[config.mk]
export PLATFORM = sky130hd
export DESIGN_NAME = avg_seq_fsm
export DESIGN_NICKNAME = d
export VERILOG_FILES = /design/src/rtl/avg_seq_fsm.sv
export SDC_FILE = /design/constraint.sdc
export NUM_CORES = 1
export LEC_CHECK = 0
export CELL_PAD_IN_SITES_DETAIL_PLACEMENT = 1
export CELL_PAD_IN_SITES_GLOBAL_PLACEMENT = 1
export CORE_ASPECT_RATIO = 0.7
export CORE_UTILIZATION = 43
export CTS_CLUSTER_SIZE = 40
export DETAILED_ROUTE_END_ITERATION = 8
export GPL_TIMING_DRIVEN = 0
export PLACE_DENSITY_LB_ADDON = 0.1
export SYNTH_ARGS = -nofsm -noshare
export SYNTH_HDL_FRONTEND = slang
export SYNTH_SLANG_ARGS = --single-unit
export TNS_END_PERCENT = 5
[constraint.sdc]
create_clock -name clk -period 4.5 [get_ports clk]
set_input_delay 0.45 -clock clk [delete_from_list [all_inputs] [get_ports clk]]
set_output_delay 0.45 -clock clk [all_outputs]
set_load 0.01 [all_outputs]
[src/rtl/avg_seq_fsm.sv]
// -----------------------------------------------------------------------------
// avg_seq_fsm
// Start/stop sample-averaging controller. It accumulates unsigned samples
// between start and stop, then computes floor(sum/count) with a sequential
// restoring divider (one quotient bit per clock, MSB first). The result is
// presented with a one-cycle out_valid pulse. A watchdog aborts a run that
// sees neither a sample nor a stop for TIMEOUT consecutive RUN cycles.
//
// Ports
//   clk         in   rising-edge clock
//   rst         in   asynchronous active-low reset (0 = reset)
//   start       in   begin a run (honoured only in IDLE)
//   stop        in   end a run (honoured only in RUN)
//   sample_vld  in   din valid this cycle (honoured only in RUN)
//   din         in   sample value, unsigned, DATA_W bits
//   busy        out  1 whenever the controller is not idle
//   out_valid   out  one-cycle pulse, result fields valid
//   out_avg     out  floor(sum/count), 0 when count==0
//   out_count   out  samples accepted in the run
//   out_zero    out  run ended with no samples
//   timeout_err out  one-cycle pulse, run aborted by the watchdog
// -----------------------------------------------------------------------------
module avg_seq_fsm #(
   parameter int DATA_W  = 8,
   parameter int N_W     = 4,
   parameter int TIMEOUT = 4
) (
   input  logic              clk,
   input  logic              rst,
   input  logic              start,
   input  logic              stop,
   input  logic              sample_vld,
   input  logic [DATA_W-1:0] din,
   output logic              busy,
   output logic              out_valid,
   output logic [DATA_W-1:0] out_avg,
   output logic [N_W-1:0]    out_count,
   output logic              out_zero,
   output logic              timeout_err
);

   localparam int SUM_W = DATA_W + N_W;
   localparam int WD_W  = $clog2(TIMEOUT + 1);
   localparam int BIT_W = $clog2(SUM_W);

   // Count value just before the accept that makes it reach MAX_N.
   localparam logic [N_W-1:0]   N_LAST   = N_W'((2 ** N_W) - 2);
   // Watchdog value just before the idle cycle that makes it reach TIMEOUT.
   localparam logic [WD_W-1:0]  WD_LAST  = WD_W'(TIMEOUT - 1);
   localparam logic [BIT_W-1:0] BIT_LAST = BIT_W'(SUM_W - 1);

   typedef enum logic [2:0] {
      IDLE = 3'd0,
      RUN  = 3'd1,
      DIV  = 3'd2,
      DONE = 3'd3,
      ERR  = 3'd4
   } state_t;

   // Kept as a raw 3-bit vector so the unused codes 5-7 are representable
   // and explicitly steered back to IDLE.
   logic [2:0]        state_q;
   state_t            state_d;

   // sum_q doubles as the dividend/quotient shift register during DIV:
   // dividend bits leave at the top while quotient bits enter at the bottom,
   // so after SUM_W shifts it holds the quotient.
   logic [SUM_W-1:0]  sum_q, sum_d;
   logic [N_W-1:0]    count_q, count_d;
   logic [WD_W-1:0]   wd_q, wd_d;
   logic [N_W-1:0]    rem_q, rem_d;
   logic [BIT_W-1:0]  bit_q, bit_d;
   logic [DATA_W-1:0] out_avg_q, out_avg_d;
   logic [N_W-1:0]    out_count_q, out_count_d;
   logic              out_zero_q, out_zero_d;

   // One restoring-division step. The remainder is always < count, so the
   // shifted partial remainder fits in N_W+1 bits and the difference fits
   // in N_W bits.
   logic [N_W:0]      rem_shift;
   logic [N_W-1:0]    rem_sub;
   logic              q_bit;

   always_comb begin
      rem_shift = {rem_q, sum_q[SUM_W-1]};
      q_bit     = (rem_shift >= {1'b0, count_q});
      rem_sub   = rem_shift[N_W-1:0] - count_q;
   end

   always_comb begin
      state_d     = IDLE;
      sum_d       = sum_q;
      count_d     = count_q;
      wd_d        = wd_q;
      rem_d       = rem_q;
      bit_d       = bit_q;
      out_avg_d   = out_avg_q;
      out_count_d = out_count_q;
      out_zero_d  = out_zero_q;

      case (state_q)
         IDLE: begin
            if (start) begin
               state_d = RUN;
               sum_d   = '0;
               count_d = '0;
               wd_d    = '0;
            end else begin
               state_d = IDLE;
            end
         end

         RUN: begin
            state_d = RUN;
            if (sample_vld) begin
               sum_d   = sum_q + SUM_W'(din);
               count_d = count_q + 1'b1;
               wd_d    = '0;
               // Auto-stop once the count saturates so it can never wrap.
               if (stop || (count_q == N_LAST)) begin
                  state_d = DIV;
               end
            end else if (stop) begin
               state_d = DIV;
            end else begin
               wd_d = wd_q + 1'b1;
               if (wd_q == WD_LAST) begin
                  state_d = ERR;
               end
            end
            if (state_d == DIV) begin
               rem_d = '0;
               bit_d = '0;
            end
         end

         DIV: begin
            if (count_q == '0) begin
               // Guarded divide: an empty run finishes without dividing.
               state_d     = DONE;
               out_avg_d   = '0;
               out_count_d = '0;
               out_zero_d  = 1'b1;
            end else begin
               rem_d = q_bit ? rem_sub : rem_shift[N_W-1:0];
               sum_d = {sum_q[SUM_W-2:0], q_bit};
               bit_d = bit_q + 1'b1;
               if (bit_q == BIT_LAST) begin
                  state_d     = DONE;
                  // Quotient never exceeds 2**DATA_W-1, so the low bits
                  // are the whole result.
                  out_avg_d   = {sum_q[DATA_W-2:0], q_bit};
                  out_count_d = count_q;
                  out_zero_d  = 1'b0;
               end else begin
                  state_d = DIV;
               end
            end
         end

         DONE:    state_d = IDLE;
         ERR:     state_d = IDLE;
         default: state_d = IDLE;
      endcase
   end

   always_ff @(posedge clk or negedge rst) begin
      if (!rst) begin
         state_q     <= IDLE;
         sum_q       <= '0;
         count_q     <= '0;
         wd_q        <= '0;
         rem_q       <= '0;
         bit_q       <= '0;
         out_avg_q   <= '0;
         out_count_q <= '0;
         out_zero_q  <= 1'b0;
      end else begin
         state_q     <= state_d;
         sum_q       <= sum_d;
         count_q     <= count_d;
         wd_q        <= wd_d;
         rem_q       <= rem_d;
         bit_q       <= bit_d;
         out_avg_q   <= out_avg_d;
         out_count_q <= out_count_d;
         out_zero_q  <= out_zero_d;
      end
   end

   // Pulses decode directly from the state register; DONE and ERR are
   // distinct codes, so out_valid and timeout_err are mutually exclusive.
   always_comb begin
      busy        = (state_q == RUN) || (state_q == DIV) ||
                    (state_q == DONE) || (state_q == ERR);
      out_valid   = (state_q == DONE);
      timeout_err = (state_q == ERR);
      out_avg     = out_avg_q;
      out_count   = out_count_q;
      out_zero    = out_zero_q;
   end

endmodule

==> flow_summary.toml <==
[placed_design]
io_buffers = 28
placed_cell_area_um2 = 2980
gp_congestion = 0.774
hpwl_um = 5230

[pwr]
clkPwrFrac_pct = 13.5
p_seq_share_pct = 32.4
total_power_mw = 1.82
pwr_density_cell_nw_per_um2 = 593
comb_power_share_pct = 54.0
vdd_ir_drop_max_v = 0.000235
p_switching_mw = 0.804
switching_share_pct = 44.2
p_int_mw = 1.02
leakage_nw = 1.32

[grt]
antenna_found_initial = 0
grt-ovfl-total = 0
grt_pass1_vias = 2114
grt_max_degree = 24
grt_pass1_wl_um = 11100
grt_usage_pct = 23.5

[yosys]
synthTopCellsByCount = "dfrtp_1 (43), nand2_1 (23), nor2_1 (22)"
synth_cell_types = 60
synth_area_um2 = 2590
syn_area_per_cell_um2 = 10.1
synth-edff-count = 0
synth_area_leaders = "dfrtp_1 (42%), ha_1 (8.7%), a22o_1 (4.7%)"
ys_seq_area_share_pct = 41.6
syn-instance-count = 257
async_flop_share_pct = 100
ys.flop_type = "dfrtp_1"
synth.most_common_cell = "dfrtp_1"
synth_largest_area_cell = "dfrtp_1"
synth_warnings = 0
synth_top_area_share_pct = 41.6
ys_ff_latch = 43
synth_fp_nets = 290

[setup_path]
required_ps = 4710
max_stage_delay_ps = 480
cp_slowest_cell = "clkdlybuf4s50_1"
crit_fanout = 4
start_kind = "input port"
timing.critical_path.buf_inv = 2
setup.worst_path.end_class = "flop"
worstPathCellList = "clkdlybuf4s50_1, ha_1, inv_1, fa_1, nor2b_1, o211ai_1, a21bo_2, o31a_1, o22ai_1"
crit_arrival_ps = 2560
critical_path_class = "in2reg"
crit_family = "compound AO/OA/AOI/OAI gates"

[route]
vias_per_cell = 5.70
wl_um = 6610
wl_per_cell_um = 17.9
antenna_left = 0
firstDrtPassIters = 4
drc = 0
drtIter0Drc = 44
vias = 2105

[timing]
finalSetupTns_ps = 0
finalMaxSlewViolations = 0
fin_crit_sh_pct = 52.2
slew_headroom_pct = 43.0
clock_skew_ps = 14.6
rsz0062_at_grt = "false"
fmax_mhz = 426
setup_viol = 0
hold_viol = 0
min_period_ps = 2350
tightest_slew_ps = 852

[layout]
area_growth_pct = 18.6
antennaDiodeCount = 0
drive_above_1_share_pct = 10.2
nNetsFinal = 326
multi_input_area_um2 = 1380
ff_latch_area_um2 = 1080
fin_area_um2 = 3070
num-fill-cells = 659

[floorplan]
start_util_pct = 45.0
die_w_um = 94.7
num_rows = 23
die_h_um = 66.9
ios = 29
core_um2 = 5760
die_area_um2 = 6340

[clock_tree]
root_buffer = "clkbuf_8"
h-tree-depth = 2
ctsResizeCount = 0
tritoncts = "built"
clkTransAtPathRegs_ps = 100
cts_setup_buffers = 0
clk_latency_ps = 300
cts_buffer_depth = 2
cts_sinks = 43
cts-hold-fix-buffers = 0
cts_inserted_buffers = 5

[job]
drv_cap = 0

[hold_path]
worst_hold_path_type = "in2async"

[outcome]
status = "finished, final reports clean"
## layout by cell type (no fill, tap or decap), drive strengths merged, types with 3 or more instances in the layout
| master | count |
|---|---|
| dfrtp | 43 |
| clkdlybuf4s50 | 27 |
| nand2 | 23 |
| nor2 | 23 |
| o21ai | 20 |
| ha | 18 |
| inv | 14 |
| a22o | 14 |
| buf | 10 |
| a21oi | 8 |
| clkbuf | 8 |
| xnor2 | 7 |
| a31oi | 5 |
| nand3 | 5 |
| xor2 | 4 |
| mux2i | 4 |
| nor4b | 3 |
| nand2b | 3 |
| and2 | 3 |
| nand4 | 3 |
| mux2 | 3 |
| a221oi | 3 |
| nor3b | 3 |
## layout make-up
cell class              instances  area share (%)
clock buffers                   6            2.36
multi-input cells             190            45.0
inverters                      14            1.71
plain buffers                  10            2.57
repair buffers                 29            9.87
clock inverters                 2           0.408
flip-flops and latches         43            35.1
well taps                      75            3.06
## logic make-up after synthesis
logic type	Yosys count	share of synthesized area, %
and+or+nand+nor	77	15.5
AOI/OAI and AO/OA	75	21.0
DFF	43	41.6
buffers and inverters	24	5.08
adders and majority gates	20	10.3
xor gates and xnor gates	11	3.72
muxes	7	2.85
## worst paths after layout
path	start	endpoint	slack, ps	depth (start not counted)
setup / recovery	din[0]	sum_q[8]	2150	9
hold / removal	rst	out_avg[0]	130	1
setup reg to reg	count_q[1]	sum_q[6]	2180	7
hold reg to reg	out_count[2]	out_count[2]	490	2
max in group asynchronous	rst	count_q[3]	3850	2
min in group clk	out_count[2]	out_count[2]	490	2
## metrics by stage
| stage | setup WS, ps | std cells | hold WS (ps) | utilization [%] |
|---|---|---|---|---|
| after CTS | 2160 | 369 | 147 | 53.3 |
| after floorplan | 2540 | 257 | 154 | - |
| after global routing | 2020 | 369 | 161 | 53.3 |
| after detailed placement | 1860 | 361 | 472 | 51.8 |
| final | 2150 | 369 | 132 | 53.3 |
| after global placement | 1770 | 360 | 462 | 51.5 |
## flip-flops by register name, indices dropped and copies added, names as in the netlist
register   count
sum_q         12
out_avg        8
bit_q          4
count_q        4
out_count      4
rem_q          4
state_q        3
wd_q           3
out_zero       1
## layer usage
layer | wire length, um | GRT usage (%) | vias to the layer above
li1 | - | - | 1013
met1 | 3450 | 33.8 | 1050
met2 | 2960 | 37.4 | 40
met3 | 188 | 4.68 | 2
met4 | 12 | 2.65 | 0
met5 | 0 | 0 | -
## power by group through the flow
stage / clock network, mW / logic, mW / registers (mW)
floorplan: 0 / 0.730 / 0.562
global placement: 0 / 0.950 / 0.591
detailed placement: 0 / 0.985 / 0.596
CTS: 0.252 / 0.991 / 0.589
global route: 0.268 / 1.11 / 0.604
finish: 0.246 / 0.984 / 0.590
Note: power is estimated with default switching activity, not from simulation.
